### src/rtl/memory_sequence_ctrl_pkg.sv
// Shared types and constants for the Memory Challenge sequencer.
package memory_sequence_ctrl_pkg;

  localparam int unsigned ADDR_W = 4;
  localparam int unsigned DATA_W = 4;
  localparam int unsigned DEPTH  = 16;
  localparam int unsigned LEN_W  = 5;

  typedef enum logic [2:0] {
    IDLE, P_ADDR, P_SHOW, P_GAP, C_WAIT, C_CMP, A_WR
  } state_t;

  typedef struct packed {
    logic              we;
    logic [ADDR_W-1:0] addr;
    logic [DATA_W-1:0] data;
  } ram_req_t;

  // Counter width able to hold n-1, never narrower than one bit.
  function automatic int unsigned cnt_width(input int unsigned n);
    return (n <= 1) ? 1 : $clog2(n);
  endfunction

endpackage

### src/rtl/memory_sequence_ctrl_timer_down.sv
// Loadable down-counter that parks at zero; times the show and gap intervals.
module memory_sequence_ctrl_timer_down #(
  parameter int unsigned W = 2
) (
  input  logic         clk,
  input  logic         rst_n,
  input  logic         load,
  input  logic [W-1:0] load_val,
  output logic         zero_c
);

  logic [W-1:0] count;

  always_ff @(posedge clk or negedge rst_n) begin
    if (!rst_n)              count <= '0;
    else if (load)           count <= load_val;
    else if (count != '0)    count <= count - W'(1);
  end

  assign zero_c = (count == '0);

endmodule

### src/rtl/memory_sequence_ctrl.sv
// Owns the game RAM: plays the stored sequence, checks player moves, appends moves.
module memory_sequence_ctrl
  import memory_sequence_ctrl_pkg::*;
#(
  parameter int unsigned SHOW_CYCLES = 4,
  parameter int unsigned GAP_CYCLES  = 2,
  parameter int unsigned INIT_LEN    = 1
) (
  input  logic              clk,
  input  logic              reset_n,
  input  logic              cmd_play,
  input  logic              cmd_check,
  input  logic              cmd_append,
  input  logic [DATA_W-1:0] append_data,
  input  logic [DATA_W-1:0] jogada,
  input  logic              jogada_valid,
  input  logic              abort,
  output logic [ADDR_W-1:0] ram_addr,
  output logic              ram_we,
  output logic [DATA_W-1:0] ram_data,
  input  logic [DATA_W-1:0] ram_q,
  output logic              busy,
  output logic [DATA_W-1:0] led_value,
  output logic              show_valid,
  output logic              play_done,
  output logic              round_ok,
  output logic              wrong,
  output logic              err_full,
  output logic              full,
  output logic [LEN_W-1:0]  seq_len,
  output logic [ADDR_W-1:0] idx
);

  localparam int unsigned CNT_W =
    cnt_width((SHOW_CYCLES > GAP_CYCLES) ? SHOW_CYCLES : GAP_CYCLES);
  localparam logic [LEN_W-1:0] LEN_RST  = LEN_W'(INIT_LEN);
  localparam logic [LEN_W-1:0] LEN_FULL = LEN_W'(DEPTH);

  state_t            state, state_n;
  ram_req_t          ram_r, ram_n;
  logic [ADDR_W-1:0] idx_n;
  logic [LEN_W-1:0]  seq_len_n;
  logic [DATA_W-1:0] led_n, jog;
  logic              show_n, play_done_n, round_ok_n, wrong_n, err_full_n;
  logic              jog_load, tmr_load, tmr_zero, last;
  logic [CNT_W-1:0]  tmr_val;

  assign last = ({1'b0, idx} == seq_len - LEN_W'(1));

  memory_sequence_ctrl_timer_down #(.W(CNT_W)) u_timer (
    .clk      (clk),
    .rst_n    (reset_n),
    .load     (tmr_load),
    .load_val (tmr_val),
    .zero_c   (tmr_zero)
  );

  always_ff @(posedge clk or negedge reset_n) begin
    if (!reset_n) begin
      state      <= IDLE;
      idx        <= '0;
      seq_len    <= LEN_RST;
      full       <= (LEN_RST == LEN_FULL);
      ram_r      <= '0;
      led_value  <= '0;
      show_valid <= 1'b0;
      play_done  <= 1'b0;
      round_ok   <= 1'b0;
      wrong      <= 1'b0;
      err_full   <= 1'b0;
      busy       <= 1'b0;
      jog        <= '0;
    end else begin
      state      <= state_n;
      idx        <= idx_n;
      seq_len    <= seq_len_n;
      full       <= (seq_len_n == LEN_FULL);
      ram_r      <= ram_n;
      led_value  <= led_n;
      show_valid <= show_n;
      play_done  <= play_done_n;
      round_ok   <= round_ok_n;
      wrong      <= wrong_n;
      err_full   <= err_full_n;
      busy       <= (state_n != IDLE);
      if (jog_load) jog <= jogada;
    end
  end

  assign ram_addr = ram_r.addr;
  assign ram_we   = ram_r.we;
  assign ram_data = ram_r.data;

  always_comb begin
    state_n     = state;
    idx_n       = idx;
    seq_len_n   = seq_len;
    play_done_n = 1'b0;
    round_ok_n  = 1'b0;
    wrong_n     = 1'b0;
    err_full_n  = 1'b0;
    jog_load    = 1'b0;
    tmr_load    = 1'b0;
    tmr_val     = '0;
    ram_n       = ram_r;

    case (state)
      IDLE: begin
        if (cmd_play) begin
          idx_n = '0;
          if (seq_len == '0) play_done_n = 1'b1;
          else               state_n = P_ADDR;
        end else if (cmd_check) begin
          idx_n = '0;
          if (seq_len == '0) round_ok_n = 1'b1;
          else               state_n = C_WAIT;
        end else if (cmd_append) begin
          idx_n = '0;
          if (seq_len == LEN_FULL) begin
            err_full_n = 1'b1;
          end else begin
            state_n    = A_WR;
            ram_n.data = append_data;
          end
        end
      end
      P_ADDR: begin
        state_n  = P_SHOW;
        tmr_load = 1'b1;
        tmr_val  = CNT_W'(SHOW_CYCLES - 1);
      end
      P_SHOW: begin
        if (tmr_zero) begin
          state_n  = P_GAP;
          tmr_load = 1'b1;
          tmr_val  = CNT_W'(GAP_CYCLES - 1);
        end
      end
      P_GAP: begin
        if (tmr_zero) begin
          if (last) begin
            play_done_n = 1'b1;
            state_n     = IDLE;
          end else begin
            idx_n   = idx + ADDR_W'(1);
            state_n = P_ADDR;
          end
        end
      end
      C_WAIT: begin
        if (jogada_valid) begin
          jog_load = 1'b1;
          state_n  = C_CMP;
        end
      end
      C_CMP: begin
        if (jog != ram_q) begin
          wrong_n = 1'b1;
          state_n = IDLE;
        end else if (last) begin
          round_ok_n = 1'b1;
          state_n    = IDLE;
        end else begin
          idx_n   = idx + ADDR_W'(1);
          state_n = C_WAIT;
        end
      end
      A_WR: begin
        seq_len_n = (seq_len == LEN_FULL) ? seq_len : seq_len + LEN_W'(1);
        state_n   = IDLE;
      end
      default: state_n = IDLE;
    endcase

    // Abort wins over everything except the length update of a write already on the bus.
    if (abort) begin
      state_n     = IDLE;
      idx_n       = '0;
      play_done_n = 1'b0;
      round_ok_n  = 1'b0;
      wrong_n     = 1'b0;
      err_full_n  = 1'b0;
    end

    // RAM data arrives a cycle after the address, so the display trails P_SHOW by one cycle.
    led_n  = (state == P_SHOW && !abort) ? ram_q : '0;
    show_n = (state == P_SHOW && !abort);

    ram_n.we   = (state_n == A_WR);
    ram_n.addr = ram_n.we ? seq_len[ADDR_W-1:0] : idx_n;
  end

endmodule

### config.mk
export PLATFORM = sky130hd
export DESIGN_NAME = memory_sequence_ctrl
export DESIGN_NICKNAME = d
export VERILOG_FILES = /design/src/rtl/memory_sequence_ctrl_pkg.sv /design/src/rtl/memory_sequence_ctrl_timer_down.sv /design/src/rtl/memory_sequence_ctrl.sv
export SDC_FILE = /design/constraint.sdc
export NUM_CORES = 1
export LEC_CHECK = 0
export ABC_AREA = 1
export CAP_MARGIN = 40
export CELL_PAD_IN_SITES_DETAIL_PLACEMENT = 1
export CELL_PAD_IN_SITES_GLOBAL_PLACEMENT = 2
export CORE_ASPECT_RATIO = 1.25
export CORE_MARGIN = 2
export CORE_UTILIZATION = 25
export CTS_CLUSTER_SIZE = 28
export DETAILED_ROUTE_END_ITERATION = 8
export PLACE_DENSITY = 0.79
export SYNTH_ARGS = -nofsm -noshare
export SYNTH_HDL_FRONTEND = slang
export SYNTH_SLANG_ARGS = --single-unit
export TNS_END_PERCENT = 20
### constraint.sdc
create_clock -name clk -period 1.8 [get_ports clk]
set_clock_uncertainty 0.05 [all_clocks]
set_input_delay 0.36 -clock clk [delete_from_list [all_inputs] [get_ports clk]]
set_output_delay 0.36 -clock clk [all_outputs]
set_load 0.01 [all_outputs]
==> results of run 1 <==
critical path: cells and delay by family (launching register included):
| family | cells | cell delay [ps] |
|---|---|---|
| AND/OR/NAND/NOR | 10 | 800 |
| flip-flops | 1 | 540 |
| adder cells (fa/ha/maj) | 1 | 270 |
| buffers and inverters | 2 | 210 |
repair_timing:
| item | in CTS | in global routing |
|---|---|---|
| hold endpoints to repair | 15 | 0 |
| gates resized for setup | 14 | 13 |
| pin swaps | 12 | 13 |
| hold buffers | 1 | 0 |
| setup buffers | 2 | 2 |
| setup endpoints to repair | 16 | 17 |
registers in the layout, indices dropped and copies added (netlist names), 2 cells and up:
register / count
idx: 4
jog: 4
led_value: 4
ram_addr: 4
ram_data: 4
seq_len: 5
state: 3
u_timer.count: 2
path summary, 6_finish.rpt:
path	startpoint	endpoint	slack, ps	cells past startpoint
min	reset_n	full$_DFF_PN0_	460	2
max	seq_len[0]$_DFF_PN1_	ram_addr[2]$_DFF_PN0_	-140	13
max reg2reg	seq_len[0]$_DFF_PN1_	ram_addr[2]$_DFF_PN0_	-140	13
max in group asynchronous	reset_n	seq_len[0]$_DFF_PN1_	720	3
min reg2reg	ram_data[1]$_DFFE_PN0P_	ram_data[1]$_DFFE_PN0P_	460	1
min in group clk	ram_data[1]$_DFFE_PN0P_	ram_data[1]$_DFFE_PN0P_	460	1
power breakdown:
group	internal [mW]	switching, mW	total (mW)
Clock	0.592	0.336	0.928
Combinational	0.961	1.16	2.12
Sequential	1.05	0.113	1.17
cell families (layout without fill, tap and decap cells):
logic type	after synthesis	after routing	share of synthesized area (%)
muxes	4	4	2.134
DFF	38	38	45.11
buffers and inverters	52	143	9.662
and+or+nand+nor	151	151	33.49
adders and majority gates	4	4	2.371
xor gates and xnor gates	3	3	1.245
AOI/OAI and AO/OA	20	20	5.987
per-layer routing:
metal  vias up  wire length, µm  track usage [%]
li1       1023                -                -
met4         0               82            4.576
met5         -                0                0
met3         7              143            2.232
met1       982             2518            16.25
met2        27             3709            28.96
per-stage QoR:
| step | area, µm² | hold WS [ps] | instances | util [%] |
|---|---|---|---|---|
| finish | 3209 | 456.2 | 460 | 38.95 |
| detailed placement | 2954 | 268.9 | 447 | 35.85 |
| floorplan | 2126 | 14.41 | 272 | - |
| CTS | 3156 | 466.8 | 458 | 38.29 |
| global placement | 2954 | 264.6 | 447 | 35.85 |
| global route | 3209 | 492.6 | 460 | 38.95 |
cells in the final DEF, fill, tap and decap left out, types with 2 or more instances in the layout:
cell             netlist  layout
buf_4                  0      32
buf_6                  1       3
nor2_1                27      25
nand2_4                2       4
a21oi_2                0       2
a21oi_4                2       2
ha_1                   4       3
inv_2                  3       7
bufinv_16              0       2
nand3_1               20      17
and3_1                 2       2
clkbuf_8               0       6
dlygate4sd2_1          0       2
nand2_1               71      63
dfrtp_1               37      36
inv_1                 47      43
clkdlybuf4s50_1        0      43
nor3_1                 2       2
nor2_2                 6       7
nor2_4                 2       3
nand4_1                9       9
o21ai_0                5       4
nand3_2                0       3
a21oi_1               11       9
mux2_2                 4       4
nand2_2                7      13
xor2_1                 3       3
cell type report:
| type | instances | area, µm² | share of cell area, % |
|---|---|---|---|
| well taps | 97 | 121.4 | 3.782 |
| repair buffers | 84 | 769.5 | 23.98 |
| clock inverters | 2 | 60.06 | 1.871 |
| inverters | 51 | 192.7 | 6.004 |
| clock buffers | 6 | 82.58 | 2.573 |
| multi-input cells | 182 | 1030 | 32.09 |
| flip-flops and latches | 38 | 953.4 | 29.71 |
==> metrics.txt, run 1 <==
status=finished, violations left; failing checks=negative setup slack; Synth top cells by count=71 x nand2_1, 47 x inv_1, 37 x dfrtp_1; core footprint=between 8000 and 9000 µm²; Routed Antenna Nets=0; Unique masters post-synth=27; Setup TNS=-926.5 ps; pwr/cell area=between 1000 and 1500 nW/µm²; routability cong.=roughly 0.77; starting density of the core=roughly a quarter; DRC=0; RSZ-0062 raised after global routing=yes; TritonRoute pass-1 iters=4; WP data required=roughly 2000 ps; Worst-path clk slew=80 ps; DR vias/cell=~4.4; most frequent cell after synthesis=nand2_1; filler instances=998; IO Port Bufs=47; Critical Path End Type=register; Worst setup SP type=register; syn_nets=roughly 300; Slowest-stage cell, CP=dfstp_2; largest net degree at the start of global routing=24; netlist area before placement=2111 µm²; CTS buffer count=5; Seq/Total Area, Yosys=between 40% and 50%; vias in the first global route=approximately 2200; Syn Inst Count=roughly 270; setup violators final=11; Pwr Total=about 4.2 mW; ys async rst share=100.0%; total global-route track usage=~15%; most frequent CP cell=nand2_2; Rel. slew slack=71.30%; final net count=around 390; Yosys reg bits=38; row count=37; CP Cell Sequence=inv_2 -> ha_4 -> nand2_2 -> nand2_4 -> nand2_2 -> nor2_4 -> nand3_4 -> buf_6 -> nor2_4 -> nor2_2 -> nand2_1 -> nand2_2 -> nand2_2; share of layout cells above drive strength 1=26.45%; number of DRC markers in iteration 0=41; first-pass GRT wire length=approximately 11000 µm; WP data arrival=2130 ps; # IOs=between 40 and 50; Worst Tran Pin Value=429.2 ps; period utilisation layout=107.7%; CTS root buffer=clkbuf_8; total die area=9199 µm²; Max Fclk=0.5159 GHz; Fin. Hold Viols=0; min setup slack post-route=-138.2 ps; vias=2039; CTS tree=built; P_leak=about 1.7 nW; WL per Instance=14.03 µm; Post-Place Setup Slack=-297.2 ps; Crit Path Class=register to register; initial antenna violation count=0; Die H=roughly 110 µm; Max Cap Viol=0; dominant cell type by area after synthesis=dfrtp_1; Mean Syn Cell Area=approximately 7.8 µm²; diode count=0; Clk Latency, worst-skew pair=approximately 300 ps; fin. max-slew vios=0; Area growth syn-to-layout=52.05%; Yosys Warn Count=0; EDFF count, synth=0; Clock Sinks=38; post-synth top area share=43.86%; H-Tree Depth=2; global route total overflow=0; Final Critical Period=1938 ps; ys flop type=dfrtp_1; Area contributors post-synth=dfrtp_1 44%, nand2_1 13%, inv_1 8.4%; HPWL Detailed=5077 µm; worst vdd ir=slightly below 0.8 mV; clk buf depth=2; crit-path max FO=5; final WL=about 6500 µm; Hold WC Path Type=input port to asynchronous set/reset pin; die span in x=approximately 86 µm; slowest stage delay, CP=around 540 ps
Power figures use the tool's default switching activity.
==> inputs of run 2 (changes only) <==
CORE_UTILIZATION = 28   (was 25)
PLACE_DENSITY = 0.84   (was 0.79)
clock period = 1.95 ns   (was 1.8 ns; I/O delays follow)
==> run 2 against run 1 <==
The run now ends clean. Utilization rose by 3.4 points. Final area decreased by 2.9%. Critical path depth is 3 lower. Power decreased by 13%. Global-route usage grew 2.2 points. Flip-flop and latch count did not move. Via count up 0.64%. Clock-buffer cell count up 1. Register-to-register slack better by 170 ps. Worst setup slack improved by 170 ps. Cell count down 1.7%. Clock power shrank 28%. Largest cell class unchanged.
==> metrics.txt, run 2 (synthesis gave the netlist of run 1 again) <==
number of DRC markers in iteration 0=41; most common cell after layout, fill and taps aside=nand2_1; WL per Instance=14.40 µm; WP data required=2090 ps; Clk Latency, worst-skew pair=approximately 290 ps; slowest stage delay, CP=roughly 540 ps; period utilisation layout=98.34%; core footprint=approximately 7400 µm²; routability cong.=0.8568; DRC=0; Worst setup SP type=register; post-layout util=a little over two fifths; worst reg2reg path depth=10; Rel. slew slack=approximately 72%; Buf/Inv on CP=2; pwr/cell area=around 1200 nW/µm²; first-pass GRT wire length=approximately 11000 µm; Critical Path End Type=register; RSZ-0062 raised after global routing=yes; Max Cap Viol=0; vias in the first global route=roughly 2300; Die H=approximately 100 µm; H-Tree Depth=2; diode count=0; Top Family by Delay on Critical Path=flip-flops; crit-path max FO=7; CP Depth=10; CP Cell Sequence=inv_2 -> ha_4 -> nand2_2 -> nand2_2 -> nand2_2 -> nor2_4 -> nand3_4 -> a21oi_4 -> nor2_4 -> buf_4; die span in x=between 80 and 90 µm; initial antenna violation count=0; WP data arrival=just over 2000 ps; Worst-path clk slew=80 ps; Final Critical Period=between 1500 and 2000 ps; most frequent CP cell=nand2_2; min setup slack post-route=32.34 ps; filler instances=~920; Most flops, register=seq_len; final WL=~6500 µm; clk buf depth=2; CTS tree=built; worst vdd ir=0.6780 mV; dpl cell area=slightly below 3000 µm²; final net count=382; share of layout cells above drive strength 1=a little under a quarter; final instance area=about 3100 µm²; vias=approximately 2000; CTS root buffer=clkbuf_8; # IOs=48; total die area=a little over 8000 µm²; DR vias/cell=~4.5; total global-route track usage=between 10% and 20%; Post-Place Setup Slack=-196.2 ps; setup violators final=0; max reg flops=5; Slowest-stage cell, CP=dfstp_2; Fin. Hold Viols=0; TritonRoute pass-1 iters=4; Area growth syn-to-layout=47.66%; Hold WS=~460 ps; IO Port Bufs=47; status=finished, final reports clean; HPWL Detailed=roughly 5300 µm; fin. max-slew vios=0; P_leak=1.605 nW; commonest cells after routing, fill and taps aside=64 x nand2_1, 45 x clkdlybuf4s50_1, 44 x inv_1; CTS buffer count=5; Clock Sinks=38; Worst Tran Pin Value=roughly 420 ps; Routed Antenna Nets=0; Max Fclk=0.5215 GHz; Crit Path Class=register to register; Hold WC Path Type=input port to asynchronous set/reset pin; global route total overflow=0; largest net degree at the start of global routing=15; row count=35; starting density of the core=28.69%
==> run 2: cell count changes in the layout (fill, tap and decap cells not counted), sizes merged <==
cell,previous run,this run
clkdlybuf4s50,43,45
dlygate4sd2,2,1
buf,37,34
clkbuf,6,7
dlymetal6s2s,1,0
bufinv,2,1
==> run 2: what timing repair did <==
| action | in CTS | in global routing |
|---|---|---|
| endpoints found under the setup margin | 11 | 12 |
| hold endpoints to repair | 10 | 0 |
| hold buffers | 1 | 0 |
| resized for setup | 10 | 9 |
| pin swaps | 8 | 7 |
| setup buffers | 2 | 2 |
==> run 2: worst register-to-register path: cells and delay by family (launching register included) <==
kind                     cells  cell delay (ps)
adder cells (fa/ha/maj)      1              270
AND/OR/NAND/NOR              6              480
buffers and inverters        2              190
flip-flops                   1              540
AO/OA/AOI/OAI                1              280
==> run 2: area by class of cell <==
cell class                      count  area (µm²)  area share, %
Clock buffer                        7       76.32          2.449
Multi-Input combinational cell    182        1012          32.48
Sequential cell                    38       952.2          30.55
Timing Repair Buffer               81       738.2          23.69
Clock inverter                      1       30.03         0.9635
Tap cell                           92       115.1          3.693
Inverter                           51       192.7          6.182
==> run 2: routing by layer <==
| metal | wire length, µm | global-route usage, % | share of wire [%] |
|---|---|---|---|
| met1 | 2578 | 18.52 | 40 |
| met2 | 3621 | 33.54 | 56 |
| met3 | 209 | 2.778 | 3.2 |
| met4 | 102 | 4.487 | 1.6 |
| met5 | 0 | 0 | 0 |
==> run 2: report_power, final <==
group          internal, mW  total [mW]  switching, mW
Combinational         0.857        1.91           1.06
Sequential            0.974        1.08          0.104
Clock                 0.383       0.666          0.283
==> run 2: worst paths after layout <==
check                                        start                      end  slack [ps]
min reg2reg                ram_data[0]$_DFFE_PN0P_  ram_data[0]$_DFFE_PN0P_         460
max                           seq_len[0]$_DFF_PN1_       state[0]$_DFF_PN0_          30
max in group asynchronous                  reset_n     seq_len[0]$_DFF_PN1_         820
max reg2reg                   seq_len[0]$_DFF_PN1_       state[0]$_DFF_PN0_          30
min in group clk           ram_data[0]$_DFFE_PN0P_  ram_data[0]$_DFFE_PN0P_         460
min                                        reset_n  ram_data[1]$_DFFE_PN0P_         460
==> run 2: stage by stage <==
step / instances / TNS (ps) / total power, mW
detailed placement: 439 / -1188 / 2.870
global placement: 439 / -734.2 / 2.817
floorplan: 272 / 0 / 2.089
global route: 452 / -587.9 / 3.955
finish: 452 / 0 / 3.658
CTS: 450 / 0 / 3.662
